## src/rtl/integer_issue_select_if.sv

```systemverilog
// integer_issue_select_if: issue-queue read port, allocation/wake-up reports and ALU issue register bundle.
interface integer_issue_select_if #(
  parameter int INT_QUEUE_SIZE = 8,
  parameter int INT_QUEUE_SIZE_INDEX = 3,
  parameter int PHYS_REG_NUM_INDEX = 6,
  parameter int ACTIVE_LIST_SIZE_INDEX = 5,
  parameter int DATA_WIDTH = 32,
  parameter int ADDR_WIDTH = 32,
  parameter int ALU_CTL_WIDTH = 4
);
  logic [INT_QUEUE_SIZE-1:0] q_entry_available_bit, q_ready_src1, q_ready_src2;
  logic [INT_QUEUE_SIZE-1:0] q_is_branch, q_prediction, q_uses_rs, q_uses_rt, q_uses_immediate;
  logic [INT_QUEUE_SIZE-1:0][PHYS_REG_NUM_INDEX-1:0] q_src1, q_src2;
  logic [INT_QUEUE_SIZE-1:0][DATA_WIDTH-1:0] q_immediate;
  logic [INT_QUEUE_SIZE-1:0][ALU_CTL_WIDTH-1:0] q_alu_ctl;
  logic [INT_QUEUE_SIZE-1:0][ADDR_WIDTH-1:0] q_recovery_target;
  logic [INT_QUEUE_SIZE-1:0][ACTIVE_LIST_SIZE_INDEX-1:0] q_active_list_id;
  logic [1:0] alloc_valid, wb_valid;
  logic [1:0][INT_QUEUE_SIZE_INDEX-1:0] alloc_index;
  logic [1:0][PHYS_REG_NUM_INDEX-1:0] wb_tag;
  logic alu_stall, flush;
  logic [INT_QUEUE_SIZE-1:0] clear_mask;
  logic alu_valid, alu_is_branch, alu_prediction, alu_uses_rs, alu_uses_rt, alu_uses_immediate;
  logic [PHYS_REG_NUM_INDEX-1:0] alu_src1, alu_src2;
  logic [DATA_WIDTH-1:0] alu_immediate;
  logic [ALU_CTL_WIDTH-1:0] alu_alu_ctl;
  logic [ADDR_WIDTH-1:0] alu_recovery_target;
  logic [ACTIVE_LIST_SIZE_INDEX-1:0] alu_active_list_id;
  modport master (
    output q_entry_available_bit, q_ready_src1, q_ready_src2, q_is_branch, q_prediction, q_uses_rs,
           q_uses_rt, q_uses_immediate, q_src1, q_src2, q_immediate, q_alu_ctl, q_recovery_target,
           q_active_list_id, alloc_valid, alloc_index, wb_valid, wb_tag, alu_stall, flush,
    input  clear_mask, alu_valid, alu_is_branch, alu_prediction, alu_uses_rs, alu_uses_rt,
           alu_uses_immediate, alu_src1, alu_src2, alu_immediate, alu_alu_ctl, alu_recovery_target,
           alu_active_list_id
  );
  modport slave (
    input  q_entry_available_bit, q_ready_src1, q_ready_src2, q_is_branch, q_prediction, q_uses_rs,
           q_uses_rt, q_uses_immediate, q_src1, q_src2, q_immediate, q_alu_ctl, q_recovery_target,
           q_active_list_id, alloc_valid, alloc_index, wb_valid, wb_tag, alu_stall, flush,
    output clear_mask, alu_valid, alu_is_branch, alu_prediction, alu_uses_rs, alu_uses_rt,
           alu_uses_immediate, alu_src1, alu_src2, alu_immediate, alu_alu_ctl, alu_recovery_target,
           alu_active_list_id
  );
endinterface

```

## src/rtl/integer_issue_select.sv

```systemverilog
// integer_issue_select: oldest-ready pick from the integer issue queue into the ALU issue register.
// INT_SELECT_BYPASS_EN: sources matching a same-cycle write-back tag also count as ready.
module integer_issue_select #(
  parameter int INT_QUEUE_SIZE = 8,
  parameter int INT_QUEUE_SIZE_INDEX = 3,
  parameter int PHYS_REG_NUM_INDEX = 6,
  parameter int ACTIVE_LIST_SIZE_INDEX = 5,
  parameter int DATA_WIDTH = 32,
  parameter int ADDR_WIDTH = 32,
  parameter int ALU_CTL_WIDTH = 4
) (
  input logic clk,
  input logic rst,
  integer_issue_select_if.slave bus
);
  localparam int N = INT_QUEUE_SIZE;
  typedef struct packed {
    logic [PHYS_REG_NUM_INDEX-1:0] src1, src2;
    logic [DATA_WIDTH-1:0] immediate;
    logic [ALU_CTL_WIDTH-1:0] alu_ctl;
    logic is_branch, prediction;
    logic [ADDR_WIDTH-1:0] recovery_target;
    logic uses_rs, uses_rt, uses_immediate;
    logic [ACTIVE_LIST_SIZE_INDEX-1:0] active_list_id;
  } payload_t;
  logic [N-1:0][N-1:0] older, older_t;
  logic [N-1:0] rdy1, rdy2, req, cand, grant, a0_oh, a1_oh;
  logic [INT_QUEUE_SIZE_INDEX-1:0] gi;
  logic valid, stalled;
  payload_t sel, r;
`ifdef INT_SELECT_BYPASS_EN
  always_comb begin
    rdy1 = bus.q_ready_src1;
    rdy2 = bus.q_ready_src2;
    for (int i = 0; i < N; i++)
      for (int w = 0; w < 2; w++) begin
        rdy1[i] = rdy1[i] | (bus.wb_valid[w] & (bus.wb_tag[w] == bus.q_src1[i]));
        rdy2[i] = rdy2[i] | (bus.wb_valid[w] & (bus.wb_tag[w] == bus.q_src2[i]));
      end
  end
`else
  assign rdy1 = bus.q_ready_src1;
  assign rdy2 = bus.q_ready_src2;
`endif
  assign req = ~bus.q_entry_available_bit & (rdy1 | ~bus.q_uses_rs) & (rdy2 | ~bus.q_uses_rt);
  assign stalled = bus.alu_stall & valid;
  // a requester wins only if no older entry is also requesting
  always_comb begin
    older_t = '0;
    cand = '0;
    for (int i = 0; i < N; i++)
      for (int j = 0; j < N; j++)
        older_t[i][j] = older[j][i];
    for (int i = 0; i < N; i++)
      cand[i] = req[i] & ~|(req & older_t[i]);
  end
  // lowest-index pick keeps the grant one-hot for entries left unordered by a flush
  assign grant = (stalled | rst | bus.flush) ? '0 : cand & (~cand + N'(1));
  assign bus.clear_mask = grant;
  always_comb begin
    gi = '0;
    for (int i = 0; i < N; i++)
      if (grant[i]) gi = INT_QUEUE_SIZE_INDEX'(i);
  end
  assign sel = {bus.q_src1[gi], bus.q_src2[gi], bus.q_immediate[gi], bus.q_alu_ctl[gi],
                bus.q_is_branch[gi], bus.q_prediction[gi], bus.q_recovery_target[gi],
                bus.q_uses_rs[gi], bus.q_uses_rt[gi], bus.q_uses_immediate[gi], bus.q_active_list_id[gi]};
  assign a0_oh = bus.alloc_valid[0] ? N'(1) << bus.alloc_index[0] : '0;
  assign a1_oh = bus.alloc_valid[1] ? N'(1) << bus.alloc_index[1] : '0;
  // slot 1 is applied last so slot 0's entry ends up older than slot 1's
  always_ff @(posedge clk)
    if (rst || bus.flush) older <= '0;
    else
      for (int i = 0; i < N; i++)
        for (int j = 0; j < N; j++)
          if (i != j)
            older[i][j] <= a1_oh[i] ? 1'b0 : a1_oh[j] ? 1'b1 : a0_oh[i] ? 1'b0 : a0_oh[j] ? 1'b1 : older[i][j];
  always_ff @(posedge clk)
    if (rst) begin
      valid <= 1'b0;
      r <= '0;
    end else if (bus.flush) valid <= 1'b0;
    else if (!stalled) begin
      valid <= |grant;
      if (|grant) r <= sel;
    end
  assign bus.alu_valid = valid;
  assign bus.alu_src1 = r.src1;
  assign bus.alu_src2 = r.src2;
  assign bus.alu_immediate = r.immediate;
  assign bus.alu_alu_ctl = r.alu_ctl;
  assign bus.alu_is_branch = r.is_branch;
  assign bus.alu_prediction = r.prediction;
  assign bus.alu_recovery_target = r.recovery_target;
  assign bus.alu_uses_rs = r.uses_rs;
  assign bus.alu_uses_rt = r.uses_rt;
  assign bus.alu_uses_immediate = r.uses_immediate;
  assign bus.alu_active_list_id = r.active_list_id;
endmodule

```

## src/flat_wrapper.sv

```systemverilog
// flat-port wrapper written by rule: the top's interface ports become plain ports
module integer_issue_select_flat 
#(
  parameter int INT_QUEUE_SIZE = 8,
  parameter int INT_QUEUE_SIZE_INDEX = 3,
  parameter int PHYS_REG_NUM_INDEX = 6,
  parameter int ACTIVE_LIST_SIZE_INDEX = 5,
  parameter int DATA_WIDTH = 32,
  parameter int ADDR_WIDTH = 32,
  parameter int ALU_CTL_WIDTH = 4
)
  (clk, rst, bus_q_entry_available_bit, bus_q_ready_src1, bus_q_ready_src2, bus_q_is_branch, bus_q_prediction, bus_q_uses_rs, bus_q_uses_rt, bus_q_uses_immediate, bus_q_src1, bus_q_src2, bus_q_immediate, bus_q_alu_ctl, bus_q_recovery_target, bus_q_active_list_id, bus_alloc_valid, bus_alloc_index, bus_wb_valid, bus_wb_tag, bus_alu_stall, bus_flush, bus_clear_mask, bus_alu_valid, bus_alu_is_branch, bus_alu_prediction, bus_alu_uses_rs, bus_alu_uses_rt, bus_alu_uses_immediate, bus_alu_src1, bus_alu_src2, bus_alu_immediate, bus_alu_alu_ctl, bus_alu_recovery_target, bus_alu_active_list_id);
  integer_issue_select_if #(.INT_QUEUE_SIZE(INT_QUEUE_SIZE), .INT_QUEUE_SIZE_INDEX(INT_QUEUE_SIZE_INDEX), .PHYS_REG_NUM_INDEX(PHYS_REG_NUM_INDEX), .ACTIVE_LIST_SIZE_INDEX(ACTIVE_LIST_SIZE_INDEX), .DATA_WIDTH(DATA_WIDTH), .ADDR_WIDTH(ADDR_WIDTH), .ALU_CTL_WIDTH(ALU_CTL_WIDTH)) bus_i ();
  input logic clk;
  input logic rst;
  input wire logic [$bits(bus_i.q_entry_available_bit)-1:0] bus_q_entry_available_bit;
  input wire logic [$bits(bus_i.q_ready_src1)-1:0] bus_q_ready_src1;
  input wire logic [$bits(bus_i.q_ready_src2)-1:0] bus_q_ready_src2;
  input wire logic [$bits(bus_i.q_is_branch)-1:0] bus_q_is_branch;
  input wire logic [$bits(bus_i.q_prediction)-1:0] bus_q_prediction;
  input wire logic [$bits(bus_i.q_uses_rs)-1:0] bus_q_uses_rs;
  input wire logic [$bits(bus_i.q_uses_rt)-1:0] bus_q_uses_rt;
  input wire logic [$bits(bus_i.q_uses_immediate)-1:0] bus_q_uses_immediate;
  input wire logic [$bits(bus_i.q_src1)-1:0] bus_q_src1;
  input wire logic [$bits(bus_i.q_src2)-1:0] bus_q_src2;
  input wire logic [$bits(bus_i.q_immediate)-1:0] bus_q_immediate;
  input wire logic [$bits(bus_i.q_alu_ctl)-1:0] bus_q_alu_ctl;
  input wire logic [$bits(bus_i.q_recovery_target)-1:0] bus_q_recovery_target;
  input wire logic [$bits(bus_i.q_active_list_id)-1:0] bus_q_active_list_id;
  input wire logic [$bits(bus_i.alloc_valid)-1:0] bus_alloc_valid;
  input wire logic [$bits(bus_i.alloc_index)-1:0] bus_alloc_index;
  input wire logic [$bits(bus_i.wb_valid)-1:0] bus_wb_valid;
  input wire logic [$bits(bus_i.wb_tag)-1:0] bus_wb_tag;
  input wire logic [$bits(bus_i.alu_stall)-1:0] bus_alu_stall;
  input wire logic [$bits(bus_i.flush)-1:0] bus_flush;
  output wire logic [$bits(bus_i.clear_mask)-1:0] bus_clear_mask;
  output wire logic [$bits(bus_i.alu_valid)-1:0] bus_alu_valid;
  output wire logic [$bits(bus_i.alu_is_branch)-1:0] bus_alu_is_branch;
  output wire logic [$bits(bus_i.alu_prediction)-1:0] bus_alu_prediction;
  output wire logic [$bits(bus_i.alu_uses_rs)-1:0] bus_alu_uses_rs;
  output wire logic [$bits(bus_i.alu_uses_rt)-1:0] bus_alu_uses_rt;
  output wire logic [$bits(bus_i.alu_uses_immediate)-1:0] bus_alu_uses_immediate;
  output wire logic [$bits(bus_i.alu_src1)-1:0] bus_alu_src1;
  output wire logic [$bits(bus_i.alu_src2)-1:0] bus_alu_src2;
  output wire logic [$bits(bus_i.alu_immediate)-1:0] bus_alu_immediate;
  output wire logic [$bits(bus_i.alu_alu_ctl)-1:0] bus_alu_alu_ctl;
  output wire logic [$bits(bus_i.alu_recovery_target)-1:0] bus_alu_recovery_target;
  output wire logic [$bits(bus_i.alu_active_list_id)-1:0] bus_alu_active_list_id;
  assign bus_i.q_entry_available_bit = bus_q_entry_available_bit;
  assign bus_i.q_ready_src1 = bus_q_ready_src1;
  assign bus_i.q_ready_src2 = bus_q_ready_src2;
  assign bus_i.q_is_branch = bus_q_is_branch;
  assign bus_i.q_prediction = bus_q_prediction;
  assign bus_i.q_uses_rs = bus_q_uses_rs;
  assign bus_i.q_uses_rt = bus_q_uses_rt;
  assign bus_i.q_uses_immediate = bus_q_uses_immediate;
  assign bus_i.q_src1 = bus_q_src1;
  assign bus_i.q_src2 = bus_q_src2;
  assign bus_i.q_immediate = bus_q_immediate;
  assign bus_i.q_alu_ctl = bus_q_alu_ctl;
  assign bus_i.q_recovery_target = bus_q_recovery_target;
  assign bus_i.q_active_list_id = bus_q_active_list_id;
  assign bus_i.alloc_valid = bus_alloc_valid;
  assign bus_i.alloc_index = bus_alloc_index;
  assign bus_i.wb_valid = bus_wb_valid;
  assign bus_i.wb_tag = bus_wb_tag;
  assign bus_i.alu_stall = bus_alu_stall;
  assign bus_i.flush = bus_flush;
  assign bus_clear_mask = bus_i.clear_mask;
  assign bus_alu_valid = bus_i.alu_valid;
  assign bus_alu_is_branch = bus_i.alu_is_branch;
  assign bus_alu_prediction = bus_i.alu_prediction;
  assign bus_alu_uses_rs = bus_i.alu_uses_rs;
  assign bus_alu_uses_rt = bus_i.alu_uses_rt;
  assign bus_alu_uses_immediate = bus_i.alu_uses_immediate;
  assign bus_alu_src1 = bus_i.alu_src1;
  assign bus_alu_src2 = bus_i.alu_src2;
  assign bus_alu_immediate = bus_i.alu_immediate;
  assign bus_alu_alu_ctl = bus_i.alu_alu_ctl;
  assign bus_alu_recovery_target = bus_i.alu_recovery_target;
  assign bus_alu_active_list_id = bus_i.alu_active_list_id;
  integer_issue_select #(.INT_QUEUE_SIZE(INT_QUEUE_SIZE), .INT_QUEUE_SIZE_INDEX(INT_QUEUE_SIZE_INDEX), .PHYS_REG_NUM_INDEX(PHYS_REG_NUM_INDEX), .ACTIVE_LIST_SIZE_INDEX(ACTIVE_LIST_SIZE_INDEX), .DATA_WIDTH(DATA_WIDTH), .ADDR_WIDTH(ADDR_WIDTH), .ALU_CTL_WIDTH(ALU_CTL_WIDTH)) u_core (.clk(clk), .rst(rst), .bus(bus_i));
endmodule
```

## config.mk

```make
export PLATFORM = sky130hd
export DESIGN_NAME = integer_issue_select_flat
export DESIGN_NICKNAME = d
export VERILOG_FILES = /design/src/rtl/integer_issue_select_if.sv /design/src/rtl/integer_issue_select.sv /design/src/flat_wrapper.sv
export SDC_FILE = /design/constraint.sdc
export NUM_CORES = 1
export LEC_CHECK = 0
export ABC_AREA = 1
export CORE_AREA = 2 2 339 341
export DETAILED_ROUTE_END_ITERATION = 7
export DIE_AREA = 0 0 341 343
export DONT_BUFFER_PORTS = 1
export HOLD_SLACK_MARGIN = 0.03
export SETUP_SLACK_MARGIN = 0.02
export SLEW_MARGIN = 25
export SYNTH_ARGS = -nofsm -noshare
export SYNTH_HDL_FRONTEND = slang
export SYNTH_SLANG_ARGS = --single-unit
```

## constraint.sdc

```tcl
create_clock -name clk -period 3.3 [get_ports clk]
set_input_delay 0.165 -clock clk [delete_from_list [all_inputs] [get_ports clk]]
set_output_delay 0.165 -clock clk [all_outputs]
set_load 0.01 [all_outputs]
```

==> reports/metrics.csv <==
metric,value,unit
timing.rr.end,u_core.bus.alu_recovery_target[4]$_SDFFE_PP0P_,
synth.most_common_cell,inv_1,
synth_simple_gate_area_frac,0.472,
grt_pass1_vias,20500,
grt_usage,0.157,
leakage,11.3,nW
syn_inst,3030,
maxCapViolations,0,
finalClockSkew,0.0250,ns
synth_top_family_by_area,simple AND/OR/NAND/NOR gates,
rrSetupSlack,0.12,ns
cts_tree,yes,
wirelength,102000,um
drive_above_1_share,0.0626,
antenna_found_initial,31,
cts_root_buffer,clkbuf_16,
comb_power_share,0.365,
timing.final.crit_share,0.964,
cp-start-kind,register,
die_h,343,um
clkLatencyLatePin,0.54,ns
grt_pass1_wl,134000,um
avgRoutedWirePerCell,21.2,um
yosysWarnings,0,
hold_path_class,input pin to register,
grt_start_max_net_pins,138,
hold_path_depth,6,
max-vdd-ir-drop,0.451,mV
ant_nets,0,
synth_area,16200,um^2
drtIter0Drc,2564,
power_frac_seq,0.304,
min_to,u_core.bus.alu_alu_ctl[3]$_SDFFE_PP0P_,
hp-start,bus_q_alu_ctl[23],
ys_seq_area_frac,0.182,
synth_fp_nets,3800,
timing.setup.tns,0,ns
max-slew-margin-rel,0.439,
outcome,"finished, violations left",
finalSetupViolations,0,
swShare,0.416,
synth_compound_area_frac,0.0894,
p_sw,2.90,mW
intPower,4.08,mW
die_area,117000,um^2
stdcell_count,4781,
arrival,3.57,ns
ys_top_cells_by_area,"inv_1 (18%), dfxtp_1 (18%), nand3_1 (17%), nand4_1 (15%), nand2_1 (12%)",
clockBufferDepth,2,
cts_buffers,17,
yosysUniqueCellTypes,28,
async_flop_share,0,
finalCriticalPeriod,3.18,ns
design.core.area,113000,um^2
fill_cells,12900,
synth_area_per_cell,5.35,um^2
ios,869,
crit_fanout,28,
num_rows,124,
dp_hpwl,74000,um
synth_fa_ha_area_frac,0,
dr.pass1.iters,8,
area_growth,37.3,%
cts_num_sinks,147,
timing.rr.start,u_core.older[58]$_SDFFE_PP0P_,
rr_worst_depth,16,
synth_top_flop_cell,dfxtp_1,
synth_top_area_share,0.183,
p_clk_frac,0.331,
startpoint,u_core.older[58]$_SDFFE_PP0P_,
synth_top_cell_by_area,inv_1,
grt_setup_unrepaired,no,
grt-ovfl-total,0,
clk_pin_slew,0.09,ns
synthTopCellsByCount,"inv_1 (789), nand3_1 (553), nand2_1 (531)",
synth_enable_flop_cells,0,
place_ws,0.221,ns
critPathCaptureType,register,
place.port_buffers,0,
yosys-mux-area-fraction,0,
num_vias,22400,
max_slew.worst_pin.slew,0.842,ns
drc,11,
die_w,341,um
initial_core_util,0.143,
cp.required,3.69,ns
h-tree-depth,4,
place_inst,4414,
vias_per_cell,4.68,
crit_type,register to register,
ys_ff_latch,147,
final-hold-violation-count,0,
fin_ws,0.119,ns
power.density,314,nW/um^2
layout.nets,4019,
synth_xor_area_frac,0,
drv_slew,0,
place_congestion,0.958,
failed_checks,design-rule violations,
max_freq,314,MHz
## cell usage in the layout (no fill, tap or decap), drive strengths merged, types with 3 or more instances in the layout
cell,netlist,routed
inv,796,807
nand3,558,558
nand2,538,538
nand4,390,390
dlygate4sd3,0,305
dfxtp,147,147
a21oi,145,145
o21ai,137,137
buf,164,133
nor2,68,68
clkbuf,80,21
diode,0,8
clkinv,1,4
a221oi,3,3
## logic make-up after synthesis
| kind of cell | Yosys count |
|---|---|
| buf+inv | 1041 |
| simple gates | 1557 |
| compound gates | 285 |
| flops | 147 |
## flip-flops by register name, indices dropped and copies added (netlist names), 4 cells and up
name                            cells
u_core.bus.alu_src1                 6
u_core.bus.alu_recovery_target     32
u_core.bus.alu_alu_ctl              4
u_core.bus.alu_active_list_id       5
u_core.older                       56
u_core.bus.alu_immediate           32
u_core.bus.alu_src2                 6
## worst max-delay path by stage
| stage | endpoint | slack (ns) | cells past startpoint |
|---|---|---|---|
| after floorplan | u_core.bus.alu_active_list_id[2]$_SDFFE_PP0P_ | 1.19 | 14 |
| after global placement | u_core.bus.alu_immediate[20]$_SDFFE_PP0P_ | 0.20 | 16 |
| after detailed placement | u_core.bus.alu_immediate[20]$_SDFFE_PP0P_ | 0.22 | 16 |
| after CTS | u_core.bus.alu_recovery_target[4]$_SDFFE_PP0P_ | 0.04 | 14 |
| after global routing | u_core.bus.alu_recovery_target[25]$_SDFFE_PP0P_ | 0.007 | 17 |
| final | u_core.bus.alu_recovery_target[4]$_SDFFE_PP0P_ | 0.12 | 16 |
## routing by layer
layer,track usage,vias to the layer above,share of wire
met5,0.00681,-,0.0032
met2,0.242,1642,0.43
met1,0.193,10200,0.40
met4,0.0642,38,0.042
li1,-,10200,-
met3,0.0654,313,0.12
## metrics by stage
step	total power, mW	instance area, um^2	utilization	hold WS, ns
floorplan	3.46	16200	-	0.399
global placement	4.21	18200	0.161	0.463
detailed placement	4.22	18200	0.161	0.463
CTS	6.97	21900	0.193	0.0304
global route	7.39	22200	0.196	0.0635
finish	6.98	22300	0.196	0.0786
## power groups by stage
| stage | Clock (mW) | Combinational, mW | Sequential [mW] |
|---|---|---|---|
| after global routing | 2.50 | 2.75 | 2.14 |
| after detailed placement | 0 | 2.06 | 2.16 |
| final | 2.31 | 2.55 | 2.12 |
| after global placement | 0 | 2.05 | 2.17 |
| after floorplan | 0 | 1.38 | 2.08 |
| after CTS | 2.44 | 2.40 | 2.12 |
## repair_timing
action	CTS	global route
endpoints found under the hold margin	96	0
endpoints found under the setup margin	0	39
resized for setup	0	11
setup buffers	0	17
hold buffers	305	0
## critical path, cell delays in order (launching register included)
cell	delay, ns
dfxtp_1	0.33
nand4_1	0.10
nand2_1	0.08
nor2_1	0.13
nand2_1	0.12
nand3_1	0.16
nor2_4	0.09
nor2_8	0.16
buf_12	0.21
buf_16	0.21
buf_4	0.21
nand4_1	0.17
nand3_1	0.22
nand3_1	0.09
dlygate4sd3_1	0.57
nand2_1	0.08
a21oi_1	0.06
## final cells by class
| cell class | count | area (um^2) | share of cell area |
|---|---|---|---|
| Clock buffer | 17 | 425 | 0.0191 |
| Antenna cell | 8 | 20.0 | 0.000900 |
| Tap cell | 1512 | 1890 | 0.0850 |
| Timing Repair inverter | 2 | 22.5 | 0.00101 |
| Clock inverter | 14 | 181 | 0.00815 |
| Timing Repair Buffer | 442 | 4590 | 0.206 |
| Inverter | 797 | 3020 | 0.136 |
| Sequential cell | 147 | 2940 | 0.132 |
| Multi-Input combinational cell | 1842 | 9150 | 0.411 |
Note: power is estimated with default switching activity, not from simulation.
